File: config.mk
export PLATFORM = sky130hd
export DESIGN_NAME = coin_collector
export DESIGN_NICKNAME = d
export VERILOG_FILES = /design/src/rtl/coin_collector.sv
export SDC_FILE = /design/constraint.sdc
export NUM_CORES = 1
export LEC_CHECK = 0
export CAP_MARGIN = 10
export CORE_MARGIN = 4
export CORE_UTILIZATION = 61
export DETAILED_ROUTE_END_ITERATION = 12
export DONT_BUFFER_PORTS = 1
export PLACE_DENSITY = 0.77
export SYNTH_ARGS = -nofsm -noshare
export SYNTH_HDL_FRONTEND = slang
export SYNTH_SLANG_ARGS = --single-unit
export TNS_END_PERCENT = 30
File: constraint.sdc
create_clock -name CLK -period 9.7 [get_ports CLK]
set_input_delay 1.94 -clock CLK [delete_from_list [all_inputs] [get_ports CLK]]
set_output_delay 1.94 -clock CLK [all_outputs]
set_load 0.02 [all_outputs]
File: src/rtl/coin_collector.sv
// Per-frame player/coin overlap detector with collected mask and saturating 4-digit BCD score.
// Optional COIN_COMBO_EN: 2nd/3rd collect in one frame add 2x/3x POINTS.
module coin_collector #(
  parameter int PLAYER_W  = 120,
  parameter int PLAYER_H  = 40,
  parameter int COIN_SIZE = 50,
  parameter int POINTS    = 1
) (
  input  logic        CLK,
  input  logic        RST_BTN,
  input  logic        frame_stb,
  input  logic [9:0]  player_x,
  input  logic [8:0]  player_y,
  input  logic [29:0] coins_x,
  input  logic [26:0] coins_y,
  input  logic [5:0]  coins,
  output logic [2:0]  collected,
  output logic [15:0] score_bcd,
  output logic        collect_pulse,
  output logic        busy
);

  typedef enum logic [1:0] {IDLE, CHK, INC, DONE} state_t;

  localparam logic [10:0] PW_X = 11'(PLAYER_W);
  localparam logic [10:0] CS_X = 11'(COIN_SIZE);
  localparam logic [9:0]  PH_Y = 10'(PLAYER_H);
  localparam logic [9:0]  CS_Y = 10'(COIN_SIZE);

  function automatic logic [7:0] to_bcd8(input int v);
    return {4'(v / 10), 4'(v % 10)};
  endfunction

  localparam logic [7:0] ADD1 = to_bcd8(POINTS);
`ifdef COIN_COMBO_EN
  localparam logic [7:0] ADD2 = to_bcd8(2 * POINTS);
  localparam logic [7:0] ADD3 = to_bcd8(3 * POINTS);
`endif

  // Digit-serial decimal add; a carry out of the thousands digit pins the score at 9999.
  function automatic logic [15:0] bcd_add(input logic [15:0] s, input logic [7:0] a);
    logic [15:0] r;
    logic [15:0] ae;
    logic [4:0]  d;
    logic        c;
    ae = {8'h00, a};
    r  = '0;
    c  = 1'b0;
    for (int i = 0; i < 4; i++) begin
      d = {1'b0, s[4*i +: 4]} + {1'b0, ae[4*i +: 4]} + {4'b0000, c};
      if (d > 5'd9) begin
        d = d - 5'd10;
        c = 1'b1;
      end else begin
        c = 1'b0;
      end
      r[4*i +: 4] = d[3:0];
    end
    return c ? 16'h9999 : r;
  endfunction

  state_t      state_q, state_d;
  logic [1:0]  idx_q, idx_d;
  logic [2:0]  hit_q, hit_d;
  logic [1:0]  inc_cnt_q, inc_cnt_d;
  logic [9:0]  snap_px_q, snap_px_d;
  logic [8:0]  snap_py_q, snap_py_d;
  logic [29:0] snap_cx_q, snap_cx_d;
  logic [26:0] snap_cy_q, snap_cy_d;
  logic [5:0]  snap_coins_q, snap_coins_d;
  logic [2:0]  collected_q, collected_d;
  logic [15:0] score_q, score_d;
  logic [5:0]  coins_prev_q, coins_prev_d;

  logic [9:0]  sel_cx;
  logic [8:0]  sel_cy;
  logic [1:0]  sel_st;
  logic        sel_coll;
  logic        hit_now;
  logic [2:0]  inc_oh;
  logic [2:0]  respawn;
  logic [7:0]  add_val;

  always_comb begin
    sel_cx   = snap_cx_q[9:0];
    sel_cy   = snap_cy_q[8:0];
    sel_st   = snap_coins_q[1:0];
    sel_coll = collected_q[0];
    case (idx_q)
      2'd1: begin
        sel_cx   = snap_cx_q[19:10];
        sel_cy   = snap_cy_q[17:9];
        sel_st   = snap_coins_q[3:2];
        sel_coll = collected_q[1];
      end
      2'd2: begin
        sel_cx   = snap_cx_q[29:20];
        sel_cy   = snap_cy_q[26:18];
        sel_st   = snap_coins_q[5:4];
        sel_coll = collected_q[2];
      end
      default: ;
    endcase
  end

  // Sums are widened one bit so a box near the screen edge cannot wrap.
  assign hit_now = (sel_st != 2'b00) && !sel_coll
                && ({1'b0, snap_px_q} < {1'b0, sel_cx} + CS_X)
                && ({1'b0, sel_cx} < {1'b0, snap_px_q} + PW_X)
                && ({1'b0, snap_py_q} < {1'b0, sel_cy} + CS_Y)
                && ({1'b0, sel_cy} < {1'b0, snap_py_q} + PH_Y);

  assign inc_oh = hit_q & (~hit_q + 3'd1);

  always_comb begin
    for (int i = 0; i < 3; i++) begin
      respawn[i] = (coins[2*i +: 2] != coins_prev_q[2*i +: 2]);
    end
  end

`ifdef COIN_COMBO_EN
  always_comb begin
    case (inc_cnt_q)
      2'd0:    add_val = ADD1;
      2'd1:    add_val = ADD2;
      default: add_val = ADD3;
    endcase
  end
`else
  assign add_val = ADD1;
`endif

  always_comb begin
    state_d      = state_q;
    idx_d        = idx_q;
    hit_d        = hit_q;
    inc_cnt_d    = inc_cnt_q;
    snap_px_d    = snap_px_q;
    snap_py_d    = snap_py_q;
    snap_cx_d    = snap_cx_q;
    snap_cy_d    = snap_cy_q;
    snap_coins_d = snap_coins_q;
    collected_d  = collected_q;
    score_d      = score_q;
    coins_prev_d = coins;

    case (state_q)
      IDLE: begin
        if (frame_stb) begin
          snap_px_d    = player_x;
          snap_py_d    = player_y;
          snap_cx_d    = coins_x;
          snap_cy_d    = coins_y;
          snap_coins_d = coins;
          hit_d        = 3'b000;
          idx_d        = 2'd0;
          inc_cnt_d    = 2'd0;
          state_d      = CHK;
        end
      end
      CHK: begin
        hit_d = hit_q | ({2'b00, hit_now} << idx_q);
        if (idx_q == 2'd2) begin
          state_d = (hit_d != 3'b000) ? INC : DONE;
        end else begin
          idx_d = idx_q + 2'd1;
        end
      end
      INC: begin
        score_d     = bcd_add(score_q, add_val);
        collected_d = collected_q | inc_oh;
        hit_d       = hit_q & ~inc_oh;
        inc_cnt_d   = inc_cnt_q + 2'd1;
        if (hit_d == 3'b000) state_d = DONE;
      end
      DONE: state_d = IDLE;
      default: state_d = IDLE;
    endcase

    // A changed live slot means a respawn; it overrides any set from the stale snapshot.
    collected_d = collected_d & ~respawn;
  end

  always_ff @(posedge CLK or negedge RST_BTN) begin
    if (!RST_BTN) begin
      state_q      <= IDLE;
      idx_q        <= '0;
      hit_q        <= '0;
      inc_cnt_q    <= '0;
      snap_px_q    <= '0;
      snap_py_q    <= '0;
      snap_cx_q    <= '0;
      snap_cy_q    <= '0;
      snap_coins_q <= '0;
      collected_q  <= '0;
      score_q      <= '0;
      coins_prev_q <= '0;
    end else begin
      state_q      <= state_d;
      idx_q        <= idx_d;
      hit_q        <= hit_d;
      inc_cnt_q    <= inc_cnt_d;
      snap_px_q    <= snap_px_d;
      snap_py_q    <= snap_py_d;
      snap_cx_q    <= snap_cx_d;
      snap_cy_q    <= snap_cy_d;
      snap_coins_q <= snap_coins_d;
      collected_q  <= collected_d;
      score_q      <= score_d;
      coins_prev_q <= coins_prev_d;
    end
  end

  assign collected     = collected_q;
  assign score_bcd     = score_q;
  assign busy          = (state_q != IDLE);
  assign collect_pulse = (state_q == DONE) && (inc_cnt_q != 2'd0);

endmodule
**After elaboration in Yosys (flattened, before gate mapping)**

Cells that the tools add are included.

- Eq/ne operators: 12
- Mux-type cells: 29
- Shift operators: 1
- Reduce and logical (&&, ||, !) cells: 21
- $lt $le $gt $ge: 8
- $add $sub $neg: 15
- Bitwise operators: 8

Operator list:

| operator | number |
|---|---|
| less-than comparator 10 x 11 -> 1 bit | 2 |
| adder 9 x 6 -> 10 bit, second input constant | 2 |
| > comparator 5 x 4 -> 1 bit, second input constant | 4 |
| less-than comparator 9 x 10 -> 1 bit | 2 |
| one-hot mux 10 bit (2 select lines) | 1 |
| one-hot mux 9 bit (2 select lines) | 1 |
| 2-to-1 mux 16 bit | 1 |
| 2-to-1 mux 4 bit | 4 |
| subtractor 4 bit, second input constant | 4 |
| adder 4 x 1 -> 5 bit | 3 |
| one-hot mux 2 bit (2 select lines) | 3 |
| adder 10 x 6 -> 11 bit, second input constant | 1 |
| adder 10 x 7 -> 11 bit, second input constant | 1 |
| 2-to-1 mux 2 bit | 5 |
| nonzero test 2 bit | 5 |
| AND 3 bit | 3 |
| 2-to-1 mux 1 bit | 9 |
| inverter 3 bit | 3 |
| one-hot mux 3 bit (3 select lines) | 1 |
| != test 2 bit, second input constant | 4 |
| one-hot mux 2 bit (4 select lines) | 1 |
| equality test 2 bit, second input constant | 3 |
| logical AND 1 bit | 6 |
| 2-to-1 mux 3 bit | 2 |
| other kinds (14) | 23 |

- Bits of input ports: 85
- Logic and storage cells: 106
- Register bits after elaboration: 116

**Longest topological paths before layout**

- Depth after elaboration: 17
- Mapped depth: 28
- Depth with buffers taken out: 27

**Least setup slack after synthesis**

No wires, ideal clock.

- Path type: flip-flop to flip-flop
- Start: register score_q[0] (netlist: score_bcd[0])
- End: register score_q[10] (netlist: score_bcd[10])
- Stages on the path, launching flop included: 26
- Required time: 9,559 ps
- Slack: 4,225 ps
- Arrival: 5,334 ps
- Period minus slack after synthesis: 5,475 ps
- Cell sequence: dfrtp_1 > inv_1 > ha_1 > inv_1 > ha_1 > nand2b_1 > a21o_1 > a21oi_1 > ha_1 > ha_1 > nand2b_1 > o311ai_0 > inv_1 > ha_1 > ha_1 > nand2b_1 > o311ai_0 > inv_1 > ha_1 > and3_1 > clkbuf_1 > a21oi_1 > nor2_1 > o21ai_0 > clkbuf_1 > o22ai_1

- Longest elaborated chain between the ends: 17
- Elaborated cells on any way between the ends: 19
- Classes of those cells: 5 x add/sub; 4 x order compare; 10 x mux

Ends and longest elaborated chain:

| what | line | text |
|---|---|---|
| from (decl) | 72 | `logic [15:0] score_q, score_d;` |
| from (signal assigned) | 209 | `score_q <= score_d;` |
| adder 4 x 1 -> 5 bit (*) | 50 | `d = {1'b0, s[4*i +: 4]} + {1'b0, ae[4*i +: 4]} + {4'b0000, c};` |
| > comparator 5 x 4 -> 1 bit (*) | 51 | `if (d > 5'd9) begin` |
| 2-to-1 mux 1 bit (*) | 51 |  |
| 2-to-1 mux 1 bit (*) | 147 | `case (state_q)` |
| adder 4 x 1 -> 5 bit (*) | 50 |  |
| > comparator 5 x 4 -> 1 bit (*) | 51 |  |
| 2-to-1 mux 1 bit (*) | 51 |  |
| 2-to-1 mux 1 bit (*) | 147 |  |
| adder 4 x 1 -> 5 bit (*) | 50 |  |
| > comparator 5 x 4 -> 1 bit | 51 |  |
| 2-to-1 mux 1 bit | 51 |  |
| 2-to-1 mux 1 bit | 147 |  |
| adder 4 x 1 -> 5 bit | 50 |  |
| > comparator 5 x 4 -> 1 bit | 51 |  |
| 2-to-1 mux 1 bit | 51 |  |
| 2-to-1 mux 1 bit | 147 |  |
| 2-to-1 mux 16 bit (*) | 59 | `return c ? 16'h9999 : r;` |

Every way passes the cells marked *; elsewhere a longest branch is shown, timed or not. The select of a mux whose other input is x is not followed.
A chain may end at the register's enable or synchronous reset.

**Worst setup path in the final report**

- Start: register score_q[0] (netlist: score_bcd[0])
- End: register score_q[7] (netlist: score_bcd[7])

- Longest elaborated chain between the ends: 17
- Elaborated cells on any way between the ends: 19
- Classes of those cells: 5 x add/sub; 4 x order compare; 10 x mux

Ends and longest elaborated chain:

| what | line |
|---|---|
| adder 4 x 1 -> 5 bit (*) | 50 |
| > comparator 5 x 4 -> 1 bit (*) | 51 |
| 2-to-1 mux 1 bit (*) | 51 |
| 2-to-1 mux 1 bit (*) | 147 |
| adder 4 x 1 -> 5 bit (*) | 50 |
| > comparator 5 x 4 -> 1 bit | 51 |
| 2-to-1 mux 1 bit | 51 |
| 2-to-1 mux 1 bit | 147 |
| adder 4 x 1 -> 5 bit | 50 |
| > comparator 5 x 4 -> 1 bit | 51 |
| 2-to-1 mux 1 bit | 51 |
| 2-to-1 mux 1 bit | 147 |
| adder 4 x 1 -> 5 bit | 50 |
| > comparator 5 x 4 -> 1 bit | 51 |
| 2-to-1 mux 1 bit | 51 |
| 2-to-1 mux 1 bit | 147 |
| 2-to-1 mux 16 bit (*) | 59 |

Marked as above.

==> run_summary.xml <==
<?xml version="1.0" encoding="UTF-8"?>
<metrics>
  <group name="pwr">
    <metric name="p_leak" unit="nW">3.33</metric>
    <metric name="vdd_ir_drop_max" unit="mV">0.289</metric>
    <metric name="pwr_density_cell" unit="nW/um^2">470</metric>
    <metric name="power.sequential.fraction" unit="%">27.0</metric>
    <metric name="sw_frac_of_total" unit="%">41.3</metric>
    <metric name="power" unit="mW">3.49</metric>
    <metric name="int_power" unit="mW">2.05</metric>
    <metric name="clockPowerShare" unit="%">20.0</metric>
    <metric name="p_comb_share" unit="%">53.0</metric>
    <metric name="power.net_switching" unit="mW">1.44</metric>
  </group>
  <group name="setup_path">
    <metric name="worst_setup_path_start_kind" unit="">flop</metric>
    <metric name="path_class" unit="">flop to flop</metric>
    <metric name="timing.critical_path.slowest_stage_cell" unit="">sky130_fd_sc_hd__o311ai_0</metric>
    <metric name="critPathMostFrequentCell" unit="">sky130_fd_sc_hd__ha_1</metric>
    <metric name="critical_path.cell_chain" unit="">ha_1 -&gt; xnor2_1 -&gt; ha_1 -&gt; nand2b_1 -&gt; a21o_1 -&gt; a21oi_1 -&gt; ha_1 -&gt; nand2_1 -&gt; o311ai_0 -&gt; inv_1 -&gt; ha_1 -&gt; ha_1 -&gt; nand2b_1 -&gt; o311ai_0 -&gt; inv_1 -&gt; ha_1 -&gt; ha_1 -&gt; nand2b_1 -&gt; a21oi_1 -&gt; o21ai_0 -&gt; buf_4 -&gt; a311oi_1 -&gt; nor2_1</metric>
    <metric name="max_stage_delay" unit="ns">0.65</metric>
    <metric name="cp-end-kind" unit="">flop</metric>
    <metric name="arrival" unit="ns">6.38</metric>
    <metric name="crit_required" unit="ns">10.12</metric>
    <metric name="highest_net_fanout_along_the_worst_path" unit="">14</metric>
  </group>
  <group name="finish">
    <metric name="top_library_cells_by_usage_in_the_layout_fill_and_taps_aside" unit="">sky130_fd_sc_hd__dfrtp_1 (116), sky130_fd_sc_hd__mux2_2 (84), sky130_fd_sc_hd__ha_1 (57)</metric>
    <metric name="final_layout_size_suffix_gt1_share" unit="%">19.8</metric>
    <metric name="post_layout_nonfiller_instances" unit="">763</metric>
    <metric name="postLayoutCellArea" unit="sq um">7430</metric>
    <metric name="final_common_cell" unit="">sky130_fd_sc_hd__dfrtp_1</metric>
    <metric name="finalNetCount" unit="">756</metric>
    <metric name="final_util" unit="%">71.0</metric>
    <metric name="flow.area_growth_from_synthesis" unit="%">11.7</metric>
  </group>
  <group name="outcome">
    <metric name="run_status" unit="">finished clean</metric>
  </group>
  <group name="global_route">
    <metric name="grtUsageMet3" unit="%">10.6</metric>
    <metric name="globalRouteMet2Util" unit="%">41.5</metric>
    <metric name="groute.layer.met1.usage" unit="%">29.5</metric>
    <metric name="grt.total_usage" unit="%">25.2</metric>
    <metric name="grt_start_max_net_pins" unit="">117</metric>
    <metric name="grt_overflow" unit="">0</metric>
    <metric name="first_pass_grt_wire_length" unit="mm">25.3</metric>
    <metric name="antenna_violations_before_repair" unit="">6</metric>
    <metric name="grt-busiest-layer" unit="">met2</metric>
    <metric name="first_global_vias" unit="">5122</metric>
  </group>
  <group name="detailed_routing">
    <metric name="routedWlPerCell" unit="um">19.7</metric>
    <metric name="dr.first_iter.drc_count" unit="">398</metric>
    <metric name="total_via_count_in_the_routed_design" unit="">4801</metric>
    <metric name="via_per_inst" unit="">6.29</metric>
    <metric name="first_pass_iters" unit="">4</metric>
    <metric name="route.antenna.remaining_nets" unit="">0</metric>
    <metric name="route.detailed.drc" unit="">0</metric>
    <metric name="wl" unit="mm">15.0</metric>
  </group>
  <group name="logic_synthesis">
    <metric name="synth_cell_type_count" unit="">55</metric>
    <metric name="ranking_of_synthesized_cells_by_area" unit="">sky130_fd_sc_hd__dfrtp_1 (44%), sky130_fd_sc_hd__mux2_2 (14%), sky130_fd_sc_hd__ha_1 (11%)</metric>
    <metric name="synthesis.nets" unit="">753</metric>
    <metric name="synth-edff-count" unit="">0</metric>
    <metric name="yosysTopAreaCell" unit="">sky130_fd_sc_hd__dfrtp_1</metric>
    <metric name="synth_seq_cells" unit="">116</metric>
    <metric name="yosys.area.top_type_share" unit="%">43.6</metric>
    <metric name="synth-async-reset-ratio" unit="%">100</metric>
    <metric name="seq_area_frac_synth" unit="%">43.6</metric>
    <metric name="number_of_warning_messages_in_the_yosys_log" unit="">0</metric>
    <metric name="synthesis.instances" unit="">611</metric>
    <metric name="syn_area_per_cell" unit="sq um">10.9</metric>
    <metric name="yosys_most_used_dff" unit="">sky130_fd_sc_hd__dfrtp_1</metric>
    <metric name="syn-cell-area" unit="sq um">6650</metric>
  </group>
  <group name="sta">
    <metric name="maxSlewViolCount" unit="">0</metric>
    <metric name="fin_crit_sh" unit="%">61.5</metric>
    <metric name="finalWorstPathRequiredPeriod" unit="ns">5.97</metric>
    <metric name="rsz0062_at_grt" unit="">no</metric>
    <metric name="max_slew_margin" unit="%">28.7</metric>
    <metric name="worstMarginPinSlew" unit="ns">1.07</metric>
    <metric name="final-hold-violation-count" unit="">0</metric>
    <metric name="highest_attainable_clock_frequency" unit="MHz">168</metric>
    <metric name="fin_worst_skew" unit="ns">0.00598</metric>
    <metric name="fin_tns_setup" unit="ns">0</metric>
    <metric name="report.final.setup_viol" unit="">0</metric>
  </group>
  <group name="clocking">
    <metric name="cts.sinks" unit="">116</metric>
    <metric name="post_cts_setup_buffers" unit="">0</metric>
    <metric name="worstSkewPairLatency" unit="ns">0.53</metric>
    <metric name="post_cts_resize_count" unit="">0</metric>
    <metric name="cts.hold.buffers_added" unit="">0</metric>
    <metric name="cts-buffers-inserted" unit="">17</metric>
    <metric name="clock_tree_from_tritoncts" unit="">done</metric>
    <metric name="clk_path_buf_depth" unit="">2</metric>
    <metric name="h_tree_depth_reported_by_cts" unit="">4</metric>
    <metric name="clk_root_buffer_cell" unit="">sky130_fd_sc_hd__clkbuf_8</metric>
    <metric name="cts.reportedPaths.clkPinSlew" unit="ns">0.05</metric>
  </group>
  <group name="placed_design">
    <metric name="io_buffer_count" unit="">0</metric>
    <metric name="place.gp.congestion" unit="">0.896</metric>
    <metric name="dp.cells" unit="">731</metric>
    <metric name="postPlaceCellArea" unit="sq um">6770</metric>
    <metric name="detailedPlacementHpwl" unit="mm">10.5</metric>
  </group>
  <group name="floorplanning">
    <metric name="initial_util" unit="%">63.6</metric>
    <metric name="coreArea" unit="sq um">10500</metric>
    <metric name="floorplan.die_area" unit="sq um">12600</metric>
    <metric name="die-height" unit="um">112</metric>
    <metric name="num_rows" unit="">37</metric>
    <metric name="io-pin-count" unit="">106</metric>
    <metric name="dieWidth" unit="um">112</metric>
  </group>
  <group name="min_path">
    <metric name="worst_hold_path_type" unit="">flop to flop</metric>
  </group>
  <group name="flow_run">
    <metric name="maxCapViolCount" unit="">0</metric>
  </group>
</metrics>
-- layout make-up --
type	instances	area, sq um
Antenna cell	2	5.00
Clock buffer	21	459
Clock inverter	9	200
Fill cell	748	3030
Inverter	41	154
Multi-Input combinational cell	433	3500
Sequential cell	116	2900
Tap cell	136	170
Timing Repair Buffer	5	37.5
-- routing by layer --
| layer | vias to the layer above | wire length (um) |
|---|---|---|
| li1 | 2236 | - |
| met1 | 2360 | 6100 |
| met2 | 158 | 7430 |
| met3 | 39 | 1100 |
| met4 | 8 | 352 |
| met5 | - | 41 |
-- cell usage after synthesis (all sizes together), types with 2 or more instances --
| master | count |
|---|---|
| and3 | 3 |
| nor2b | 5 |
| nor3 | 12 |
| buf | 8 |
| a31oi | 8 |
| dfrtp | 116 |
| a32o | 2 |
| o31ai | 2 |
| ha | 57 |
| clkbuf | 13 |
| a221oi | 2 |
| mux2 | 84 |
| nand3 | 12 |
| o211ai | 6 |
| o21ai | 38 |
| a22oi | 13 |
| a211oi | 2 |
| a221o | 8 |
| o21bai | 2 |
| a41o | 2 |
| nand4 | 4 |
| o22a | 3 |
| inv | 41 |
| a21oi | 21 |
| mux2i | 3 |
| xnor2 | 23 |
| nand2 | 39 |
| nor2 | 27 |
| nand2b | 9 |
| a311oi | 3 |
| o22ai | 6 |
| xor2 | 15 |
| o311ai | 3 |
| a22o | 3 |
-- cell families (layout without fill, tap and decap cells) --
| group | after synthesis | after routing | share of synthesized area (%) |
|---|---|---|---|
| other | 0 | 2 | 0 |
| muxes | 87 | 87 | 14.7 |
| xor gates and xnor gates | 38 | 38 | 5.00 |
| AOI/OAI and AO/OA | 135 | 135 | 14.0 |
| buffers and inverters | 62 | 76 | 3.87 |
| and+or+nand+nor | 116 | 116 | 8.09 |
| DFF | 116 | 116 | 43.6 |
| adders and majority gates | 57 | 57 | 10.7 |
-- state kept, by name (all words and copies together), names as in the netlist --
register	cells
idx_q	2
snap_cx_q	30
coins_prev_q	6
snap_px_q	10
snap_coins_q	6
collected	3
hit_q	3
snap_py_q	9
score_bcd	16
inc_cnt_q	2
snap_cy_q	27
state_q	2
-- worst max-delay path: cells and delay by family, from the launching register on --
kind | cells | cell delay, ns
AOI/OAI and AO/OA | 7 | 2.15
adders and majority gates | 7 | 1.84
and+or+nand+nor | 5 | 0.61
DFF | 1 | 0.50
buffers and inverters | 3 | 0.49
xor gates and xnor gates | 1 | 0.25
-- final timing paths --
kind / from / to / slack, ns / cells past startpoint
worst max-delay path: score_bcd[0]$_DFFE_PN0P_ / score_bcd[7]$_DFFE_PN0P_ / 3.73 / 23
worst min-delay path: inc_cnt_q[0]$_DFFE_PN0P_ / inc_cnt_q[0]$_DFFE_PN0P_ / 0.46 / 2
worst max register to register: score_bcd[0]$_DFFE_PN0P_ / score_bcd[7]$_DFFE_PN0P_ / 3.73 / 23
worst min register to register: inc_cnt_q[0]$_DFFE_PN0P_ / inc_cnt_q[0]$_DFFE_PN0P_ / 0.46 / 2
max in group asynchronous: RST_BTN / coins_prev_q[3]$_DFF_PN0_ / 8.43 / 0
min in group asynchronous: RST_BTN / snap_py_q[4]$_DFFE_PN0P_ / 1.10 / 0
-- power groups by stage --
| stage | clock [mW] | sequential, mW | combinational [mW] |
|---|---|---|---|
| 6_report | 0.699 | 0.941 | 1.85 |
| 5_1_grt | 0.738 | 0.972 | 2.08 |
| 4_1_cts | 0.709 | 0.938 | 1.84 |
| 3_5_place_dp | 0 | 0.942 | 1.81 |
| 3_3_place_gp | 0 | 0.924 | 1.71 |
| 2_1_floorplan | 0 | 0.883 | 1.46 |
-- per-stage QoR --
step | hold WS (ns) | setup slack [ns]
after global routing | 0.494 | 3.19
after detailed placement | 0.457 | 3.86
after global placement | 0.452 | 4.15
after floorplan | 0.439 | 4.23
after CTS | 0.468 | 3.79
final | 0.462 | 3.73
No activity file was read; power rests on OpenSTA's default activity.
